===== config.mk =====
export PLATFORM = sky130hd
export DESIGN_NAME = dcfeb_fiber_rx_frame_flat
export DESIGN_NICKNAME = d
export VERILOG_FILES = /design/src/rtl/dcfeb_fiber_pkg.sv /design/src/rtl/dcfeb_fiber_rx_frame_if.sv /design/src/rtl/dcfeb_rx_word_class.sv /design/src/rtl/dcfeb_fiber_rx_frame.sv /design/src/flat_wrapper.sv
export SDC_FILE = /design/constraint.sdc
export NUM_CORES = 1
export LEC_CHECK = 0
export ABC_CLOCK_PERIOD_IN_PS = 2200
export CORE_ASPECT_RATIO = 1.4
export CORE_MARGIN = 8
export CORE_UTILIZATION = 45
export CTS_CLUSTER_DIAMETER = 60
export DETAILED_ROUTE_END_ITERATION = 8
export GPL_TIMING_DRIVEN = 1
export PLACE_DENSITY = 0.85
export SLEW_MARGIN = 40
export SYNTH_ARGS = -nofsm -noshare
export SYNTH_HDL_FRONTEND = slang
export SYNTH_SLANG_ARGS = --single-unit

===== constraint.sdc =====
create_clock -name TRG_CLK80 -period 2.2 [get_ports TRG_CLK80]
set_clock_uncertainty 0.1 [all_clocks]
set_input_delay 0.33 -clock TRG_CLK80 [delete_from_list [all_inputs] [get_ports TRG_CLK80]]
set_output_delay 0.33 -clock TRG_CLK80 [all_outputs]
set_load 0.02 [all_outputs]

===== src/rtl/dcfeb_fiber_pkg.sv =====
// Purpose: shared constants, link-state encoding and word classes for the DCFEB fiber frame receiver.
// Latency: n/a (types and constants only).
// Backpressure: n/a.
package dcfeb_fiber_pkg;

    localparam logic [31:0] IDLE_WORD = 32'h50BC50BC;
    localparam logic [3:0]  IDLE_ISK  = 4'b0101;
    localparam logic [15:0] SEP       = 16'h50BC;
    localparam logic [15:0] SEP_LT    = 16'h50FC;
    localparam logic [3:0]  HDR_ISK   = 4'b0001;
    localparam logic [3:0]  PAY_ISK   = 4'b0000;

    typedef enum logic [1:0] {
        HUNT   = 2'd0,
        SYNC   = 2'd1,
        LOCKED = 2'd2
    } link_state_t;

    typedef enum logic [2:0] {
        WC_BAD   = 3'd0,
        WC_IDLE  = 3'd1,
        WC_HDR   = 3'd2,
        WC_PAY   = 3'd3,
        WC_OTHER = 3'd4
    } word_class_t;

endpackage


===== src/rtl/dcfeb_fiber_rx_frame_if.sv =====
// Purpose: bundles the decoded receive word stream and the recovered frame/link outputs.
// Latency: n/a (wiring only).
// Backpressure: none; the receive stream is a free-running one-word-per-clock feed.
// Ports: master = stimulus/consumer side (drives RX_*, ERR_CLR); slave = frame decoder.
interface dcfeb_fiber_rx_frame_if;

    logic [31:0] RX_DATA;
    logic [3:0]  RX_ISK;
    logic [3:0]  RX_DISPERR;
    logic [3:0]  RX_NOTINTABLE;
    logic        ERR_CLR;

    logic [7:0]  G1C;
    logic [7:0]  G2C;
    logic [7:0]  G3C;
    logic [7:0]  G4C;
    logic [7:0]  G5C;
    logic [7:0]  G6C;
    logic        DATA_VALID;
    logic        LTNCY_MARK;
    logic        MARK_ERR;
    logic        LINK_LOCKED;
    logic [1:0]  LINK_STATE;
    logic [15:0] FRAME_ERR_CNT;

    modport master (
        output RX_DATA, RX_ISK, RX_DISPERR, RX_NOTINTABLE, ERR_CLR,
        input  G1C, G2C, G3C, G4C, G5C, G6C, DATA_VALID, LTNCY_MARK, MARK_ERR,
        input  LINK_LOCKED, LINK_STATE, FRAME_ERR_CNT
    );

    modport slave (
        input  RX_DATA, RX_ISK, RX_DISPERR, RX_NOTINTABLE, ERR_CLR,
        output G1C, G2C, G3C, G4C, G5C, G6C, DATA_VALID, LTNCY_MARK, MARK_ERR,
        output LINK_LOCKED, LINK_STATE, FRAME_ERR_CNT
    );

endinterface


===== src/rtl/dcfeb_rx_word_class.sv =====
// Purpose: classifies one decoded receive word (BAD/IDLE/HDR/PAY/OTHER) and flags latency-marker headers.
// Latency: combinational, 0 cycles.
// Backpressure: none.
// Ports: rx_data/rx_isk/rx_disperr/rx_notintable in; wclass, is_mark out.
module dcfeb_rx_word_class
    import dcfeb_fiber_pkg::*;
(
    input  logic [31:0] rx_data,
    input  logic [3:0]  rx_isk,
    input  logic [3:0]  rx_disperr,
    input  logic [3:0]  rx_notintable,
    output word_class_t wclass,
    output logic        is_mark
);

    always_comb begin
        wclass  = WC_OTHER;
        is_mark = 1'b0;
        // Any code-level error poisons the word regardless of its content.
        if ((|rx_disperr) || (|rx_notintable)) begin
            wclass = WC_BAD;
        end else if (rx_data == IDLE_WORD && rx_isk == IDLE_ISK) begin
            wclass = WC_IDLE;
        end else if (rx_isk == HDR_ISK && (rx_data[15:0] == SEP || rx_data[15:0] == SEP_LT)) begin
            wclass  = WC_HDR;
            is_mark = (rx_data[15:0] == SEP_LT);
        end else if (rx_isk == PAY_ISK) begin
            wclass = WC_PAY;
        end
    end

endmodule


===== src/rtl/dcfeb_fiber_rx_frame.sv =====
// Purpose: aligns to the HDR+PAY comparator frame, tracks link lock, recovers G1C..G6C and the latency marker.
// Latency: outputs update on the clock edge that samples the PAY word (1 edge).
// Backpressure: none; every input word is consumed, the flywheel phase never stalls.
// Ports: TRG_CLK80, TRG_RST (sync, active-high), bus = dcfeb_fiber_rx_frame_if.slave.
module dcfeb_fiber_rx_frame
    import dcfeb_fiber_pkg::*;
#(
    parameter int LOCK_CNT    = 16,
    parameter int UNLOCK_ERR  = 4,
    parameter int MARK_PERIOD = 128
) (
    input logic                    TRG_CLK80,
    input logic                    TRG_RST,
    dcfeb_fiber_rx_frame_if.slave  bus
);

    localparam logic [7:0] GOOD_LAST = 8'(LOCK_CNT - 1);
    localparam logic [3:0] BAD_LAST  = 4'(UNLOCK_ERR - 1);
    localparam logic [6:0] MARK_LAST = 7'(MARK_PERIOD - 1);

    word_class_t wclass;
    logic        is_mark;

    dcfeb_rx_word_class u_class (
        .rx_data       (bus.RX_DATA),
        .rx_isk        (bus.RX_ISK),
        .rx_disperr    (bus.RX_DISPERR),
        .rx_notintable (bus.RX_NOTINTABLE),
        .wclass        (wclass),
        .is_mark       (is_mark)
    );

    link_state_t state;
    logic        pay_slot;   // 1 = this cycle is the payload slot of the frame
    logic        hdr_ok;     // header slot held a valid HDR word
    logic        hdr_mark;   // header separator was the latency marker
    logic [15:0] hdr_pay;
    logic [7:0]  good_cnt;
    logic [3:0]  bad_cnt;
    logic [6:0]  frame_cnt;
    logic        mark_ref;   // a reference marker has been seen since entering LOCKED

    wire frame_good = hdr_ok && (wclass == WC_PAY);

    assign bus.LINK_STATE = state;

    always_ff @(posedge TRG_CLK80) begin
        if (TRG_RST) begin
            state             <= HUNT;
            pay_slot          <= 1'b0;
            hdr_ok            <= 1'b0;
            hdr_mark          <= 1'b0;
            hdr_pay           <= '0;
            good_cnt          <= '0;
            bad_cnt           <= '0;
            frame_cnt         <= '0;
            mark_ref          <= 1'b0;
            bus.G1C           <= '0;
            bus.G2C           <= '0;
            bus.G3C           <= '0;
            bus.G4C           <= '0;
            bus.G5C           <= '0;
            bus.G6C           <= '0;
            bus.DATA_VALID    <= 1'b0;
            bus.LTNCY_MARK    <= 1'b0;
            bus.MARK_ERR      <= 1'b0;
            bus.LINK_LOCKED   <= 1'b0;
            bus.FRAME_ERR_CNT <= '0;
        end else begin
            bus.DATA_VALID <= 1'b0;
            bus.LTNCY_MARK <= 1'b0;
            bus.MARK_ERR   <= 1'b0;
            if (bus.ERR_CLR) begin
                bus.FRAME_ERR_CNT <= '0;
            end

            case (state)
                HUNT: begin
                    mark_ref <= 1'b0;
                    if (wclass == WC_HDR) begin
                        pay_slot <= 1'b1;
                        hdr_ok   <= 1'b1;
                        hdr_mark <= is_mark;
                        hdr_pay  <= bus.RX_DATA[31:16];
                        good_cnt <= '0;
                        state    <= SYNC;
                    end
                end

                SYNC: begin
                    pay_slot <= ~pay_slot;
                    if (wclass == WC_IDLE) begin
                        state <= HUNT;
                    end else if (!pay_slot) begin
                        hdr_ok   <= (wclass == WC_HDR);
                        hdr_mark <= is_mark;
                        hdr_pay  <= bus.RX_DATA[31:16];
                    end else if (frame_good) begin
                        if (good_cnt == GOOD_LAST) begin
                            state           <= LOCKED;
                            bus.LINK_LOCKED <= 1'b1;
                            bad_cnt         <= '0;
                            frame_cnt       <= '0;
                            mark_ref        <= 1'b0;
                        end else begin
                            good_cnt <= good_cnt + 8'd1;
                        end
                    end else begin
                        state <= HUNT;
                    end
                end

                LOCKED: begin
                    pay_slot <= ~pay_slot;
                    if (wclass == WC_IDLE) begin
                        // Far end is in reset: drop lock without charging an error.
                        state           <= HUNT;
                        bus.LINK_LOCKED <= 1'b0;
                    end else if (!pay_slot) begin
                        hdr_ok   <= (wclass == WC_HDR);
                        hdr_mark <= is_mark;
                        hdr_pay  <= bus.RX_DATA[31:16];
                    end else begin
                        frame_cnt <= frame_cnt + 7'd1;
                        if (frame_good) begin
                            bad_cnt        <= '0;
                            bus.G1C        <= hdr_pay[7:0];
                            bus.G2C        <= hdr_pay[15:8];
                            bus.G3C        <= bus.RX_DATA[7:0];
                            bus.G4C        <= bus.RX_DATA[15:8];
                            bus.G5C        <= bus.RX_DATA[23:16];
                            bus.G6C        <= bus.RX_DATA[31:24];
                            bus.DATA_VALID <= 1'b1;
                            if (hdr_mark) begin
                                bus.LTNCY_MARK <= 1'b1;
                                bus.MARK_ERR   <= mark_ref && (frame_cnt != MARK_LAST);
                                frame_cnt      <= '0;
                                mark_ref       <= 1'b1;
                            end
                        end else begin
                            // Clear has priority over a same-cycle increment.
                            if (!bus.ERR_CLR && bus.FRAME_ERR_CNT != 16'hFFFF) begin
                                bus.FRAME_ERR_CNT <= bus.FRAME_ERR_CNT + 16'd1;
                            end
                            if (bad_cnt == BAD_LAST) begin
                                state           <= HUNT;
                                bus.LINK_LOCKED <= 1'b0;
                            end else begin
                                bad_cnt <= bad_cnt + 4'd1;
                            end
                        end
                    end
                end

                default: begin
                    state           <= HUNT;
                    bus.LINK_LOCKED <= 1'b0;
                end
            endcase
        end
    end

endmodule

===== src/flat_wrapper.sv =====
// flat-port wrapper written by rule: the top's interface ports become plain ports
module dcfeb_fiber_rx_frame_flat import dcfeb_fiber_pkg::*;
#(
    parameter int LOCK_CNT    = 16,
    parameter int UNLOCK_ERR  = 4,
    parameter int MARK_PERIOD = 128
)
  (TRG_CLK80, TRG_RST, bus_RX_DATA, bus_RX_ISK, bus_RX_DISPERR, bus_RX_NOTINTABLE, bus_ERR_CLR, bus_G1C, bus_G2C, bus_G3C, bus_G4C, bus_G5C, bus_G6C, bus_DATA_VALID, bus_LTNCY_MARK, bus_MARK_ERR, bus_LINK_LOCKED, bus_LINK_STATE, bus_FRAME_ERR_CNT);
  dcfeb_fiber_rx_frame_if bus_i ();
  input logic TRG_CLK80;
  input logic TRG_RST;
  input wire logic [$bits(bus_i.RX_DATA)-1:0] bus_RX_DATA;
  input wire logic [$bits(bus_i.RX_ISK)-1:0] bus_RX_ISK;
  input wire logic [$bits(bus_i.RX_DISPERR)-1:0] bus_RX_DISPERR;
  input wire logic [$bits(bus_i.RX_NOTINTABLE)-1:0] bus_RX_NOTINTABLE;
  input wire logic [$bits(bus_i.ERR_CLR)-1:0] bus_ERR_CLR;
  output wire logic [$bits(bus_i.G1C)-1:0] bus_G1C;
  output wire logic [$bits(bus_i.G2C)-1:0] bus_G2C;
  output wire logic [$bits(bus_i.G3C)-1:0] bus_G3C;
  output wire logic [$bits(bus_i.G4C)-1:0] bus_G4C;
  output wire logic [$bits(bus_i.G5C)-1:0] bus_G5C;
  output wire logic [$bits(bus_i.G6C)-1:0] bus_G6C;
  output wire logic [$bits(bus_i.DATA_VALID)-1:0] bus_DATA_VALID;
  output wire logic [$bits(bus_i.LTNCY_MARK)-1:0] bus_LTNCY_MARK;
  output wire logic [$bits(bus_i.MARK_ERR)-1:0] bus_MARK_ERR;
  output wire logic [$bits(bus_i.LINK_LOCKED)-1:0] bus_LINK_LOCKED;
  output wire logic [$bits(bus_i.LINK_STATE)-1:0] bus_LINK_STATE;
  output wire logic [$bits(bus_i.FRAME_ERR_CNT)-1:0] bus_FRAME_ERR_CNT;
  assign bus_i.RX_DATA = bus_RX_DATA;
  assign bus_i.RX_ISK = bus_RX_ISK;
  assign bus_i.RX_DISPERR = bus_RX_DISPERR;
  assign bus_i.RX_NOTINTABLE = bus_RX_NOTINTABLE;
  assign bus_i.ERR_CLR = bus_ERR_CLR;
  assign bus_G1C = bus_i.G1C;
  assign bus_G2C = bus_i.G2C;
  assign bus_G3C = bus_i.G3C;
  assign bus_G4C = bus_i.G4C;
  assign bus_G5C = bus_i.G5C;
  assign bus_G6C = bus_i.G6C;
  assign bus_DATA_VALID = bus_i.DATA_VALID;
  assign bus_LTNCY_MARK = bus_i.LTNCY_MARK;
  assign bus_MARK_ERR = bus_i.MARK_ERR;
  assign bus_LINK_LOCKED = bus_i.LINK_LOCKED;
  assign bus_LINK_STATE = bus_i.LINK_STATE;
  assign bus_FRAME_ERR_CNT = bus_i.FRAME_ERR_CNT;
  dcfeb_fiber_rx_frame #(.LOCK_CNT(LOCK_CNT), .UNLOCK_ERR(UNLOCK_ERR), .MARK_PERIOD(MARK_PERIOD)) u_core (.TRG_CLK80(TRG_CLK80), .TRG_RST(TRG_RST), .bus(bus_i));
endmodule

-- Word level (Yosys, flattened, before mapping)
Index checks and enable logic that the tools add are counted.
- $add $sub $neg: 4
- equality and inequality tests: 32
- muxes and demuxes: 80
- bitwise operators: 6
- reductions and logical operators: 29
- operators with widths (cell ; count):
    16-bit 2-to-1 mux ; 9
    7-bit 2-to-1 mux ; 8
    8-bit 2-to-1 mux ; 5
    16-bit by 15-bit equality test with 1-bit output, second input constant ; 2
    32-bit by 31-bit equality test with 1-bit output, second input constant ; 1
    4-bit 2-to-1 mux ; 8
    16-bit one-hot mux with 2 select lines ; 1
    1-bit 2-to-1 mux ; 27
    2-bit 2-to-1 mux ; 9
    16-bit by 1-bit adder with 16-bit output, second input constant ; 1
    16-bit inequality test, second input constant ; 1
    8-bit one-hot mux with 2 select lines ; 1
    8-bit AND reduction ; 2
    2-bit by 1-bit inequality test with 1-bit output, second input constant ; 7
    7-bit one-hot mux with 2 select lines ; 1
    3-bit 2-to-1 mux ; 4
    6-bit AND reduction ; 2
    4-bit OR reduction ; 3
    2-bit inequality test, second input constant ; 5
    3-bit by 1-bit inequality test with 1-bit output, second input constant ; 3
    9-bit AND reduction ; 1
    8-bit by 1-bit adder with 8-bit output, second input constant ; 1
    8-bit by 4-bit equality test with 1-bit output, second input constant ; 1
    4-bit one-hot mux with 2 select lines ; 1
    30 further kinds ; 47
- register bits: 109
- bits of input ports: 47
- output and inout bits: 70
- logic and storage cells: 171

-- Longest topological paths before layout
- depth in word-level cells: 12
- mapped depth: 10
- depth with buffers taken out: 8

-- Modules after synthesis
Synthesis repeated with hierarchy kept, for this count alone.
- cells, all modules: 558
- area total of the unflattened synthesis: 4808.4 sq um
- modules (own cells, without submodules) (module ; instances ; cells each ; area each (sq um) ; seq. area each (sq um)):
    dcfeb_fiber_rx_frame ; 1 ; 533 ; 4601.9 ; 2182.1
    dcfeb_rx_word_class ; 1 ; 25 ; 206.4 ; 0.0

-- Worst setup path before layout
Ideal clock, no wire load.
- kind: reg2reg
- start point: register u_core.bus.FRAME_ERR_CNT[5]
- end point: register u_core.bus.FRAME_ERR_CNT[3]
- setup time: 0.128 ns
- arrival time: 2.051 ns
- data required time: 1.972 ns
- setup slack: -0.078 ns
- cell stages (with the launch flop): 7
- buffers on the path: 0
- period minus slack after synthesis: 2.278 ns
- cells stage by stage: dfxtp_1 > nand3_1 > or4_1 > o211ai_1 > and4b_1 > xnor2_1 > nor2_1
- longest elaborated chain between the ends: 7
- RTL lines (element ; RTL line ; text):
    start, declared ; dcfeb_fiber_rx_frame_if.sv:35 ; output LINK_LOCKED, LINK_STATE, FRAME_ERR_CNT
    start signal, assigned ; dcfeb_fiber_rx_frame.sv:143 ; bus.FRAME_ERR_CNT <= bus.FRAME_ERR_CNT + 16'd1;
    16-bit inequality test ; dcfeb_fiber_rx_frame.sv:142 ; if (!bus.ERR_CLR && bus.FRAME_ERR_CNT != 16'hFFFF) begin
    1-bit logical AND ; dcfeb_fiber_rx_frame.sv:142 ;
    16-bit 2-to-1 mux ; dcfeb_fiber_rx_frame.sv:142 ;
    16-bit 2-to-1 mux ; dcfeb_fiber_rx_frame.sv:125 ; if (frame_good) begin
    16-bit 2-to-1 mux ; dcfeb_fiber_rx_frame.sv:119 ; end else if (!pay_slot) begin
    16-bit 2-to-1 mux ; dcfeb_fiber_rx_frame.sv:115 ; if (wclass == WC_IDLE) begin
    16-bit 2-to-1 mux ; dcfeb_fiber_rx_frame.sv:77 ; case (state)
No other way between the ends.
A chain may end at the register's enable or synchronous reset.

-- Final worst setup path
- start point: input bus_RX_DATA[9]
- end point: register u_core.hdr_pay[13]
- longest elaborated chain between the ends: 9
- elaborated cells between the ends (all ways): 14
- those cells by class: eq/ne: 7; mux: 3; reduce/logical: 4
- RTL lines (element ; RTL line ; text):
    start, declared ; flat_wrapper.sv:12 ; input wire logic [$bits(bus_i.RX_DATA)-1:0] bus_RX_DATA;
    16-bit by 15-bit equality test with 1-bit output ; dcfeb_rx_word_class.sv:24 ; end else if (rx_isk == HDR_ISK && (rx_data[15:0] == SEP || rx_data[15:0] == SEP_LT)) begin
    1-bit logical OR ; dcfeb_rx_word_class.sv:24 ;
    1-bit logical AND ; dcfeb_rx_word_class.sv:24 ;
    3-bit 2-to-1 mux ; dcfeb_rx_word_class.sv:24 ;
    3-bit 2-to-1 mux (*) ; dcfeb_rx_word_class.sv:22 ; end else if (rx_data == IDLE_WORD && rx_isk == IDLE_ISK) begin
    3-bit 2-to-1 mux (*) ; dcfeb_rx_word_class.sv:20 ; if ((|rx_disperr) || (|rx_notintable)) begin
    3-bit by 1-bit equality test with 1-bit output / 3-bit by 2-bit equality test with 1-bit output (equally long branches) ; dcfeb_fiber_rx_frame.sv:92, dcfeb_fiber_rx_frame.sv:115, dcfeb_fiber_rx_frame.sv:80 ;
    2-bit inequality test (no line) / 2-bit by 1-bit inequality test with 1-bit output (equally long branches) ; - ;
    4-bit AND reduction (no line) (*) ; - ;
    end signal, assigned ; dcfeb_fiber_rx_frame.sv:84 ; hdr_pay <= bus.RX_DATA[31:16];
    end signal, assigned ; dcfeb_fiber_rx_frame.sv:97 ; hdr_pay <= bus.RX_DATA[31:16];
    end signal, assigned ; dcfeb_fiber_rx_frame.sv:122 ; hdr_pay <= bus.RX_DATA[31:16];
    end, declared ; dcfeb_fiber_rx_frame.sv:37 ; logic [15:0] hdr_pay;
Every way passes the cells marked *; elsewhere a longest branch is shown, timed or not.

==> results.ini <==
[sta]
finalHoldViolCount = 0
relSlewSlack_pct = 56.3
grt_setup_unrepaired = true
holdWs_ns = 0.141
drv_slew = 0
min_period_ns = 2.16
setup_viol_count_final = 0
fmax_ghz = 0.464
post-route-period-util_pct = 98.0
tightest_slew_ns = 0.656

[floorplanning]
die-area_sq_um = 14500
coreArea_sq_um = 10800
initial_core_util_pct = 45.6
rows = 45
dieWidth_microns = 104
io_pins = 117
fp.dieH_microns = 140

[cts]
clk_pin_slew_ns = 0.08
cts_hold_buf = 0
clk_path_buf_depth = 2
root_buffer = clkbuf_16
numClockSinks = 109
htreeDepth = 3
clkLatencyLatePin_ns = 0.35
cts_tree = done
numCtsBuffers = 9

[placement]
portBuffers = 116
dp_hpwl_mm = 11.3
gp_congestion = 0.915

[synth]
ys.flop_type = dfxtp_1
syn_area_per_cell_sq_um = 8.45
synth_top_area_cell = dfxtp_1
synth_compound_area_share_pct = 14.5
muxShareOfSynthArea_pct = 3.47
netlist_top_cells_area = dfxtp_1 45%, nand2_1 9.3%, a21oi_1 6.9%, mux2i_1 3.5%, nor2_1 3.4%
synth_top_family_by_area = simple AND/OR/NAND/NOR gates
synth_cell_types = 66
ys_seq_area_share_pct = 44.5
syn_inst = 580
synth_fp_nets = 635
ys_warn_count = 0
syn_area_sq_um = 4900
synthAdderAreaFrac_pct = 2.04
synth-simple-area-share_pct = 28.6
synth-seq-cells = 109
async_reset_ff_share_pct = 0
synth_edf_count = 0
synth.top_cell.area_share_pct = 44.5
synthXorXnorAreaFrac_pct = 2.68

[global_routing]
grt.total_usage_pct = 20.5
overflow = 0
grt_max_degree = 65
grt_pass1_vias = 5122
grt_pass1_wl_mm = 24.7
antenna_found_initial = 2

[drt]
drt_first_pass_iters = 9
ant_nets = 0
viasPerCell = 5.64
routed-via-count = 5086
drt_iter0_drc = 296
wl_per_cell_microns = 17.2
drt_wl_total_mm = 15.6
route.detailed.drc = 0

[finish]
multi_input_comb_area_sq_um = 2660
fillers = 806
register_area_sq_um = 2190
area_growth_pct = 45.3
fin_util_pct = 66.2
drive_gt1_share_pct = 20.7
finalNetCount = 810

[power_and_ir_drop]
pwr_density_cell_nw_per_um2 = 530
ir_drop_mv = 0.446
fin_total_pwr_mw = 3.78
power_leakage_nw = 2.78

[worst_setup_path]
r2r-start = u_core.bus.LINK_STATE[1]$_SDFFE_PP0P_
r2r_slack_ns = 0.06
arrival_ns = 2.27
crit_type = input port to flip-flop
required_ns = 2.31
worst-r2r-cell-count = 8
cp-start-kind = input port
endpoint_kind = flip-flop
timing.rr.end = u_core.bad_cnt[3]$_SDFFE_PP0P_
cp_max_fo = 5

[min_path]
hold_end = u_core.bus.G3C[4]$_SDFFE_PP0P_
hold_class = input port to flip-flop
worstHoldStart = bus_RX_DATA[4]
min_path_cells = 3

[outcome]
status = finished, final reports clean

[flow_run]
maxCapViolCount = 0

## final cells by class
type                            instances  area share [%]
Clock inverter                          7            1.11
Antenna cell                            1          0.0351
Tap cell                              141            2.48
Sequential cell                       109            30.7
Clock buffer                            9            3.16
Multi-Input combinational cell        423            37.4
Timing Repair Buffer                  196            24.3
Inverter                               16           0.843
## registers in the layout, indices dropped and copies added (netlist names), 2 cells and up
signal	flops
u_core.bus.FRAME_ERR_CNT	16
u_core.hdr_pay	16
u_core.bus.G1C	8
u_core.bus.G2C	8
u_core.bus.G3C	8
u_core.bus.G4C	8
u_core.bus.G5C	8
u_core.bus.G6C	8
u_core.good_cnt	8
u_core.frame_cnt	7
u_core.bad_cnt	4
u_core.bus.LINK_STATE	2
## worst max-delay path, stage by stage
cell      delay, ns
clkbuf_2       0.11
or4b_4         0.56
nor4_4         0.26
nand4_1        0.21
a31oi_4        0.31
buf_6          0.19
mux2i_2        0.23
nor2_1         0.07
## metal layers
| layer | GRT usage, % | wire [microns] | up-vias | part of all wire, % |
|---|---|---|---|---|
| met5 | 0 | 0 | - | 0 |
| met4 | 9.64 | 518 | 0 | 3.3 |
| met3 | 5.36 | 871 | 42 | 5.6 |
| met2 | 38.6 | 8400 | 178 | 54 |
| met1 | 20.3 | 5770 | 2473 | 37 |
| li1 | - | - | 2393 | - |
## per-stage QoR
step	cells	cell area (sq um)	setup slack (ns)	setup TNS (ns)
5_1_grt	902	7120	-0.00528	-0.00621
2_1_floorplan	580	4910	-0.0447	-0.0447
6_report	902	7120	0.0430	0
3_5_place_dp	880	6720	-0.659	-55.52
3_3_place_gp	880	6720	-0.592	-52.29
4_1_cts	904	7180	0.00193	0
## what timing repair did
item	CTS	global route
setup buffers	6	0
pin swaps	24	21
resized for setup	64	58
setup endpoints to repair	106	44
endpoints found under the hold margin	0	0
gates cloned	2	0
## cells by family after synthesis
kind of cell | after synthesis
simple gates | 265
mux | 17
xor+xnor | 15
buf+inv | 48
compound gates | 118
fa+ha+maj | 8
flops | 109
## how the worst max path moves through the flow
stage                                                       from                                 endpoint  slack [ns]  depth (start not counted)
after floorplan           u_core.bus.FRAME_ERR_CNT[4]$_SDFF_PP0_   u_core.bus.FRAME_ERR_CNT[3]$_SDFF_PP0_       -0.04                          6
after global placement                            bus_RX_DATA[8]           u_core.hdr_pay[7]$_SDFFE_PP0P_       -0.59                          8
after detailed placement                          bus_RX_DATA[8]           u_core.hdr_pay[8]$_SDFFE_PP0P_       -0.66                          8
after CTS                                        bus_RX_DATA[13]          u_core.hdr_pay[13]$_SDFFE_PP0P_       0.002                          9
after global routing      u_core.bus.FRAME_ERR_CNT[0]$_SDFF_PP0_  u_core.bus.FRAME_ERR_CNT[15]$_SDFF_PP0_      -0.005                          8
final                                             bus_RX_DATA[9]          u_core.hdr_pay[13]$_SDFFE_PP0P_        0.04                          8
## cell usage in the layout (no fill, tap or decap), types with 4 or more instances in the layout
cell type	instances
clkbuf_2	17
clkdlybuf4s15_1	5
a31oi_1	5
dfxtp_1	105
xnor2_1	7
clkdlybuf4s50_1	71
nor2_1	43
a21oi_1	67
and3_1	7
dfxtp_2	4
dlymetal6s2s_1	9
nand2b_1	4
o21ai_1	6
dlygate4sd2_1	12
xor2_1	8
nor4_4	6
or3_1	12
a211oi_1	4
ha_1	7
o21ai_0	6
buf_4	73
or4_1	4
nand4_1	8
nand3_1	15
inv_1	16
nor4b_1	4
or4_4	5
clkbuf_16	9
nand2_1	121
mux2i_1	16
## where the power goes
part / internal [mW] / leakage, nW / switching [mW] / total [mW]
Combinational: 0.0936 / 1.75 / 0.0982 / 0.192
Clock: 0.806 / 0.148 / 0.810 / 1.62
Sequential: 1.97 / 0.879 / 0.0000000371 / 1.97
Total: 2.87 / 2.78 / 0.908 / 3.78
## cells in the mapped netlist (2+ instances only)
master and n:
o31ai_1 2, nor4_4 4, o32ai_1 5, nor4b_1 4, o21ai_1 6, buf_6 2
inv_1 16, nand3b_1 3, or4_1 7, and4_1 3, a311oi_1 2, xor2_1 8
a41o_1 2, xnor2_1 7, and3_1 8, a31oi_1 6, nand4_1 8, and2_1 2
o211ai_1 2, a21o_1 2, nor4_1 2, or4bb_1 2, buf_2 4, nor4_2 2
dfxtp_1 109, or4_4 2, nor3_2 2, o21ai_0 6, a21oi_1 68, mux2i_1 17
nand2b_1 4, nand3_1 15, clkbuf_1 25, nor2_1 44, nor3b_1 2, nor2b_1 2
nand4b_1 3, a211oi_1 4, ha_1 8, nand2_1 121, or4b_1 3, or3_1 12
Note: power is estimated with default switching activity, not from simulation.
